`src/rtl/mac_dot_seq_if.sv`:
```
// Sequencer-facing bundle: job control, operand stream, MAC issue/result and status.
// master = the sequencer, slave = the environment (operand source, MAC pipeline, host).
interface mac_dot_seq_if;
  logic        start;
  logic [7:0]  len;
  logic [31:0] init_c;
  logic        abort;

  logic        op_valid;
  logic        op_ready;
  logic [31:0] op_a;
  logic [31:0] op_b;

  logic        mac_in_valid;
  logic [31:0] mac_a;
  logic [31:0] mac_b;
  logic [31:0] mac_c;
  logic        mac_out_valid;
  logic [31:0] mac_out;

  logic        busy;
  logic        done;
  logic [31:0] result;
  logic        err;

  modport master (
    input  start, len, init_c, abort,
    input  op_valid, op_a, op_b,
    output op_ready,
    output mac_in_valid, mac_a, mac_b, mac_c,
    input  mac_out_valid, mac_out,
    output busy, done, result, err
  );

  modport slave (
    output start, len, init_c, abort,
    output op_valid, op_a, op_b,
    input  op_ready,
    input  mac_in_valid, mac_a, mac_b, mac_c,
    output mac_out_valid, mac_out,
    input  busy, done, result, err
  );
endinterface

```
`src/rtl/mac_dot_seq.sv`:
```
// Dot-product sequencer: one MAC in flight, result fed back as C; done is registered out of FIN.
// Operands are accepted only in FETCH; a missing MAC response ends the job with a sticky err.
module mac_dot_seq #(
  parameter int LAT = 5,
  parameter int TMO = 16
) (
  input  logic          clk_i,
  input  logic          rst_ni,
  mac_dot_seq_if.master io
);
  // The timeout window must outlast the pipeline, so it is never shorter than LAT+1.
  localparam int TMO_EFF = (TMO > LAT) ? TMO : LAT + 1;
  localparam int TW      = $clog2(TMO_EFF + 1);

  localparam logic [1:0] S_IDLE  = 2'd0;
  localparam logic [1:0] S_FETCH = 2'd1;
  localparam logic [1:0] S_WAIT  = 2'd2;
  localparam logic [1:0] S_FIN   = 2'd3;

  logic [1:0]    state_q, state_d;
  logic [31:0]   acc_q, acc_d;
  logic [7:0]    cnt_q, cnt_d;
  logic [TW-1:0] timer_q, timer_d;
  logic [31:0]   mac_a_q, mac_a_d;
  logic [31:0]   mac_b_q, mac_b_d;
  logic [31:0]   mac_c_q, mac_c_d;
  logic          mac_vld_q, mac_vld_d;
  logic [31:0]   result_q, result_d;
  logic          done_q, done_d;
  logic          err_q, err_d;

  always_comb begin
    state_d   = state_q;
    acc_d     = acc_q;
    cnt_d     = cnt_q;
    timer_d   = timer_q;
    mac_a_d   = mac_a_q;
    mac_b_d   = mac_b_q;
    mac_c_d   = mac_c_q;
    mac_vld_d = 1'b0;
    result_d  = result_q;
    done_d    = 1'b0;
    err_d     = err_q;

    // Abort outranks every other transition and suppresses issue and done.
    if (io.abort && (state_q != S_IDLE)) begin
      state_d = S_IDLE;
    end else begin
      case (state_q)
        S_IDLE: begin
          if (io.start) begin
            acc_d   = io.init_c;
            cnt_d   = io.len;
            err_d   = 1'b0;
            state_d = (io.len != 8'd0) ? S_FETCH : S_FIN;
          end
        end
        S_FETCH: begin
          if (io.op_valid) begin
            mac_a_d   = io.op_a;
            mac_b_d   = io.op_b;
            mac_c_d   = acc_q;
            mac_vld_d = 1'b1;
            timer_d   = TW'(TMO_EFF);
            state_d   = S_WAIT;
          end
        end
        S_WAIT: begin
          // A response landing on the expiry cycle still wins over the timeout.
          if (io.mac_out_valid) begin
            acc_d   = io.mac_out;
            cnt_d   = cnt_q - 8'd1;
            state_d = (cnt_q == 8'd1) ? S_FIN : S_FETCH;
          end else if (timer_q == '0) begin
            err_d   = 1'b1;
            state_d = S_FIN;
          end else begin
            timer_d = timer_q - TW'(1);
          end
        end
        S_FIN: begin
          result_d = acc_q;
          done_d   = 1'b1;
          state_d  = S_IDLE;
        end
        default: state_d = S_IDLE;
      endcase
    end
  end

  always_ff @(posedge clk_i) begin
    if (!rst_ni) begin
      state_q   <= S_IDLE;
      acc_q     <= '0;
      cnt_q     <= '0;
      timer_q   <= '0;
      mac_a_q   <= '0;
      mac_b_q   <= '0;
      mac_c_q   <= '0;
      mac_vld_q <= 1'b0;
      result_q  <= '0;
      done_q    <= 1'b0;
      err_q     <= 1'b0;
    end else begin
      state_q   <= state_d;
      acc_q     <= acc_d;
      cnt_q     <= cnt_d;
      timer_q   <= timer_d;
      mac_a_q   <= mac_a_d;
      mac_b_q   <= mac_b_d;
      mac_c_q   <= mac_c_d;
      mac_vld_q <= mac_vld_d;
      result_q  <= result_d;
      done_q    <= done_d;
      err_q     <= err_d;
    end
  end

  assign io.op_ready     = (state_q == S_FETCH);
  assign io.mac_in_valid = mac_vld_q;
  assign io.mac_a        = mac_a_q;
  assign io.mac_b        = mac_b_q;
  assign io.mac_c        = mac_c_q;
  assign io.busy         = (state_q != S_IDLE);
  assign io.done         = done_q;
  assign io.result       = result_q;
  assign io.err          = err_q;

endmodule

```
`src/flat_wrapper.sv`:
```
// flat-port wrapper written by rule: the top's interface ports become plain ports
module mac_dot_seq_flat 
#(
  parameter int LAT = 5,
  parameter int TMO = 16
)
  (clk_i, rst_ni, io_start, io_len, io_init_c, io_abort, io_op_valid, io_op_a, io_op_b, io_op_ready, io_mac_in_valid, io_mac_a, io_mac_b, io_mac_c, io_mac_out_valid, io_mac_out, io_busy, io_done, io_result, io_err);
  mac_dot_seq_if io_i ();
  input  logic clk_i;
  input  logic rst_ni;
  input wire logic [$bits(io_i.start)-1:0] io_start;
  input wire logic [$bits(io_i.len)-1:0] io_len;
  input wire logic [$bits(io_i.init_c)-1:0] io_init_c;
  input wire logic [$bits(io_i.abort)-1:0] io_abort;
  input wire logic [$bits(io_i.op_valid)-1:0] io_op_valid;
  input wire logic [$bits(io_i.op_a)-1:0] io_op_a;
  input wire logic [$bits(io_i.op_b)-1:0] io_op_b;
  output wire logic [$bits(io_i.op_ready)-1:0] io_op_ready;
  output wire logic [$bits(io_i.mac_in_valid)-1:0] io_mac_in_valid;
  output wire logic [$bits(io_i.mac_a)-1:0] io_mac_a;
  output wire logic [$bits(io_i.mac_b)-1:0] io_mac_b;
  output wire logic [$bits(io_i.mac_c)-1:0] io_mac_c;
  input wire logic [$bits(io_i.mac_out_valid)-1:0] io_mac_out_valid;
  input wire logic [$bits(io_i.mac_out)-1:0] io_mac_out;
  output wire logic [$bits(io_i.busy)-1:0] io_busy;
  output wire logic [$bits(io_i.done)-1:0] io_done;
  output wire logic [$bits(io_i.result)-1:0] io_result;
  output wire logic [$bits(io_i.err)-1:0] io_err;
  assign io_i.start = io_start;
  assign io_i.len = io_len;
  assign io_i.init_c = io_init_c;
  assign io_i.abort = io_abort;
  assign io_i.op_valid = io_op_valid;
  assign io_i.op_a = io_op_a;
  assign io_i.op_b = io_op_b;
  assign io_op_ready = io_i.op_ready;
  assign io_mac_in_valid = io_i.mac_in_valid;
  assign io_mac_a = io_i.mac_a;
  assign io_mac_b = io_i.mac_b;
  assign io_mac_c = io_i.mac_c;
  assign io_i.mac_out_valid = io_mac_out_valid;
  assign io_i.mac_out = io_mac_out;
  assign io_busy = io_i.busy;
  assign io_done = io_i.done;
  assign io_result = io_i.result;
  assign io_err = io_i.err;
  mac_dot_seq #(.LAT(LAT), .TMO(TMO)) u_core (.clk_i(clk_i), .rst_ni(rst_ni), .io(io_i));
endmodule
```
`config.mk`:
```
export PLATFORM = sky130hd
export DESIGN_NAME = mac_dot_seq_flat
export DESIGN_NICKNAME = d
export VERILOG_FILES = /design/src/rtl/mac_dot_seq_if.sv /design/src/rtl/mac_dot_seq.sv /design/src/flat_wrapper.sv
export SDC_FILE = /design/constraint.sdc
export NUM_CORES = 1
export LEC_CHECK = 0
export CAP_MARGIN = 5
export CELL_PAD_IN_SITES_DETAIL_PLACEMENT = 1
export CELL_PAD_IN_SITES_GLOBAL_PLACEMENT = 2
export CORE_MARGIN = 2
export CORE_UTILIZATION = 26
export DETAILED_ROUTE_END_ITERATION = 16
export PLACE_DENSITY = 0.84
export SLEW_MARGIN = 10
export SYNTH_ARGS = -nofsm -noshare
export SYNTH_HDL_FRONTEND = slang
export SYNTH_SLANG_ARGS = --single-unit
```
`constraint.sdc`:
```
create_clock -name clk_i -period 3.2 [get_ports clk_i]
set_input_delay 0.64 -clock clk_i [delete_from_list [all_inputs] [get_ports clk_i]]
set_output_delay 0.64 -clock clk_i [all_outputs]
set_load 0.01 [all_outputs]
```
# Yosys cells after proc, flatten, opt, wreduce, memory -nomap -nowiden
# Cells that the tools add are included.
[op_classes]
add_sub_neg = 2
n_eq_ne = 11
n_mux = 23
bitwise_logic = 3
n_reduce_logical = 15
[ops]
columns = ["operator", "n"]
rows = [
  ["2-to-1 mux 32 bit", 2],
  ["one-hot mux 32 bit (2 select lines)", 1],
  ["2-to-1 mux 8 bit", 2],
  ["one-hot mux 8 bit (2 select lines)", 1],
  ["2-to-1 mux 5 bit", 3],
  ["2-to-1 mux 2 bit", 6],
  ["!= test 2 bit, second input constant", 5],
  ["one-hot mux 5 bit (2 select lines)", 1],
  ["AND reduction 5 bit", 2],
  ["== test 8 x 1 -> 1 bit, second input constant", 1],
  ["one-hot mux 2 bit (4 select lines)", 1],
  ["nonzero test 8 bit", 1],
  ["subtractor 8 x 1 -> 8 bit, second input constant", 1],
  ["AND reduction 3 bit", 2],
  ["nonzero test 2 bit", 3],
  ["zero test 5 bit", 1],
  ["2-to-1 mux 1 bit", 5],
  ["subtractor 5 x 1 -> 5 bit, second input constant", 1],
  ["== test 2 bit, second input constant", 2],
  ["AND reduction 4 bit", 1],
  ["!= test 3 x 2 -> 1 bit, second input constant", 1],
  ["inverter 1 bit", 3],
  ["OR reduction 3 bit", 1],
  ["== test 2 x 1 -> 1 bit, second input constant", 1],
  ["other kinds (6)", 6],
]
[word_totals]
reg_bits = 178
output_inout_bits = 133

# Logic depth before layout (Yosys ltp)
[logic_depth]
depth_word = 4
mapped_depth = 7
mapped_depth_nobuf = 6

# Least setup slack after synthesis
# OpenSTA, ideal clock, no wires.
[synth_timing]
path_kind = "in2reg"
start = "input io_abort"
end = "register u_core.cnt_q[1]"
setup_ps = 116
arrival_time_ps = 1514
slack_ps = 1571
cell_stages = 5
path_buffers = 1
path_cell_list = "nand3b_1 > a21oi_1 > buf_2 > o211ai_1 > and3_1"
[synth_via]
elab_chain_len = 3
[synth_lines]
columns = ["element", "line", "source"]
rows = [
  ["start: declaration", "flat_wrapper.sv:14", "input wire logic [$bits(io_i.abort)-1:0] io_abort;"],
  ["logical AND 1 bit", "mac_dot_seq.sv:46", "if (io.abort && (state_q != S_IDLE)) begin"],
  ["inverter 1 bit (no source line)", "--", ""],
  ["AND reduction 4 bit (no source line)", "--", ""],
  ["end signal: assignment", "mac_dot_seq.sv:107", "cnt_q <= cnt_d;"],
  ["end: declaration", "mac_dot_seq.sv:22", "logic [7:0] cnt_q, cnt_d;"],
]
# Every way passes these cells.
# A chain may end at the register's enable or synchronous reset.

# Worst setup path in the final report
[layout_timing]
start = "register u_core.state_q[0]"
end = "output io_op_ready"
[layout_via]
elab_chain_len = 1
[layout_lines]
columns = ["element", "line", "source"]
rows = [
  ["start: declaration", "mac_dot_seq.sv:20", "logic [1:0] state_q, state_d;"],
  ["start signal: assignment", "mac_dot_seq.sv:105", "state_q <= state_d;"],
  ["== test 2 x 1 -> 1 bit", "mac_dot_seq.sv:119", "assign io.op_ready = (state_q == S_FETCH);"],
  ["end: declaration", "flat_wrapper.sv:18", "output wire logic [$bits(io_i.op_ready)-1:0] io_op_ready;"],
]
# Every way passes these cells.

==> flow_summary.toml <==
[outcome]
outcome = "complete, no violations"

[die]
coreArea_sq_mm = 0.0271
num_rows = 60
dieArea_sq_mm = 0.0291
start_util = 0.266
io_pins = 275
die_y_um = 171
die_w_um = 171

[finish]
fillers = 3162
final-instance-count-excl-fill = 1491
layout.nets = 1251
fin_util = 0.403
multi_input_area_sq_mm = 0.00334
final_cell_mix = "nand2_1, clkdlybuf4s50_1, dfxtp_1, a21boi_1, nand3_1"
final_common_cell = "nand2_1"
regArea_sq_mm = 0.00356
drive_above_1_share = 0.0536
area_delta_synth_final_pct = 51.4
antenna_cells = 0

[worst_setup_path]
timing.rr.end = "u_core.cnt_q[1]"
startpoint_type = "register"
crit_arrival_ns = 1.85
setup.worst_path.end = "io_op_ready"
path_max_fanout = 11
crit_type = "register to output pin"
worst_setup_path_end_kind = "output pin"
worstRegToRegCells = 4
crit_start = "u_core.state_q[0]"
crit_required_ns = 2.56
r2r-start = "u_core.state_q[0]"
reg2reg_slack_ns = 1.06

[logic_synthesis]
avgSynthCellArea_sq_um = 8.33
yosys_warnings = 0
ys_types = 46
seq_area_frac_synth = 0.494
syn-instance-count = 865
syn_nets = 1010
syn_area_sq_mm = 0.00721
ys_ff_latch = 178

[clock_tree]
cts_buffers = 17
cts_tree = "yes"
cts_setup_buffers = 0
root_buffer = "clkbuf_16"
clock_path_buffers = 2
clk_latency_ns = 0.43
cts_sinks = 178
cts_resized = 0
h-tree-depth = 4
path_clk_slew_ns = 0.07
cts_hold_buf = 0

[global_routing]
grt_pass1_wl_mm = 38.1
overflow = 0
grt_start_max_net_pins = 72
gr-usage-all-layers = 0.168
antenna_found_initial = 0
grt_pass1_vias = 7045

[drt]
drc_errors = 0
wirelength_mm = 24.6
ant_nets = 0
vias = 6807
drtIter0Drc = 290
first_pass_iters = 5
wl_per_cell_um = 16.5
vias_per_cell = 4.57

[timing]
finalHoldViolations = 0
tightest_slew_ns = 0.663
post-route-min-period_ns = 2.49
finalSetupViolCount = 0
holdWs_ns = 0.451
rsz0062_at_grt = "no"
period_share = 0.777
drv_slew = 0
max_freq_ghz = 0.402
finalSetupTns_ns = 0
finalClockSkew_ns = 0.0145
relSlewSlack = 0.558

[min_path]
hp-class = "register to register"

[placed_design]
numPortBuffers = 274
gp_congestion = 0.719
hpwl_mm = 16.9
place_inst = 1459

[power]
ir_drop_mv = 0.327
p_leak_uw = 0.00411
design_power_total_uw = 5150
powerDensity_mw_per_mm2 = 472

[job]
maxCapViolCount = 0
kinds of logic (layout without fill, tap and decap cells):
logic type               after synthesis  count (layout)  synth area share
AND/OR/NAND/NOR                      412             412             0.242
AO/OA/AOI/OAI                        195             195             0.208
flip-flops                           178             178             0.494
buffers and inverters                 73             327            0.0455
adder cells (fa/ha/maj)                3               3           0.00521
XOR/XNOR                               3               3           0.00365
multiplexers                           1               1           0.00156
layout make-up:
cell class                 count  share of cell area
sequential                   178               0.326
multi-input combinational    614               0.306
tap                          372              0.0426
inverter                       5             0.00172
clock buffer                  17              0.0390
timing repair buffer         290               0.269
clock inverter                15              0.0150
cell usage after synthesis, drive strengths merged:
cell type,count,area share
nor3,2,0.0014
a21o,1,0.0010
a2bb2oi,1,0.0012
or2,1,0.00087
nor4,4,0.0035
o211ai,4,0.0042
o21ai,3,0.0021
mux2,1,0.0016
nand2,332,0.17
o22ai,4,0.0035
xor2,2,0.0024
o21a,1,0.0010
inv,5,0.0026
buf,35,0.026
o211a,32,0.044
a31o,1,0.0012
nand2b,6,0.0052
o221ai,1,0.0012
a211oi,1,0.0010
nand3,37,0.026
or4b,2,0.0028
nor2b,4,0.0035
nand3b,2,0.0038
and3,4,0.0035
and4bb,1,0.0017
a31oi,1,0.00087
and2b,1,0.0014
o2111ai,1,0.0012
dfxtp,178,0.49
a21boi,129,0.13
xnor2,1,0.0012
nor2,9,0.0047
a21oi,15,0.011
clkbuf,33,0.017
nor4b,3,0.0066
and2,2,0.0017
ha,3,0.0052
or3,2,0.0024
sequential cells by signal (all words and copies together), names as in the netlist:
name                    count
u_core.acc_q               32
u_core.io.mac_a            32
u_core.io.mac_b            32
u_core.io.mac_c            32
u_core.io.result           32
u_core.cnt_q                8
u_core.timer_q              5
u_core.state_q              2
u_core.io.done              1
u_core.io.err               1
u_core.io.mac_in_valid      1
report_power, final:
part / internal (uW) / leakage (uW) / switching, uW / total [uW]
Sequential: 2300 / 0.00145 / 75.1 / 2380
Clock: 1050 / 0.000291 / 1050 / 2110
Combinational: 367 / 0.00238 / 296 / 663
worst min-delay path by stage:
stage                          from                   end  slack (ns)  cells after the start
3_5_place_dp     u_core.io.mac_b[4]    u_core.io.mac_b[4]        0.44                      2
5_1_grt         u_core.io.result[6]   u_core.io.result[6]        0.47                      2
6_report         u_core.io.mac_b[4]    u_core.io.mac_b[4]        0.45                      2
4_1_cts          u_core.io.mac_b[4]    u_core.io.mac_b[4]        0.45                      2
3_3_place_gp   u_core.io.result[13]  u_core.io.result[13]        0.44                      2
2_1_floorplan       u_core.acc_q[0]    u_core.io.mac_c[0]        0.44                      2
critical path, cell delays in order (launching register included):
cell             delay, ns
dfxtp_1               0.65
nor2b_1               0.20
clkdlybuf4s50_1       0.57
metrics by stage:
stage	cell area, sq um	setup slack, ns
final	10900	0.714
after global placement	10300	0.690
after detailed placement	10300	0.615
after global routing	10900	0.597
after CTS	10900	0.657
after floorplan	7210	1.57
routing by layer:
metal,vias up,share of wire,global-route usage,wire [um]
li1,3350,-,-,-
met1,3257,0.45,0.204,11100
met2,190,0.46,0.285,11400
met3,10,0.080,0.0618,1960
met4,0,0.0062,0.0297,153
met5,-,0,0,0
(Power assumes the default switching activity.)
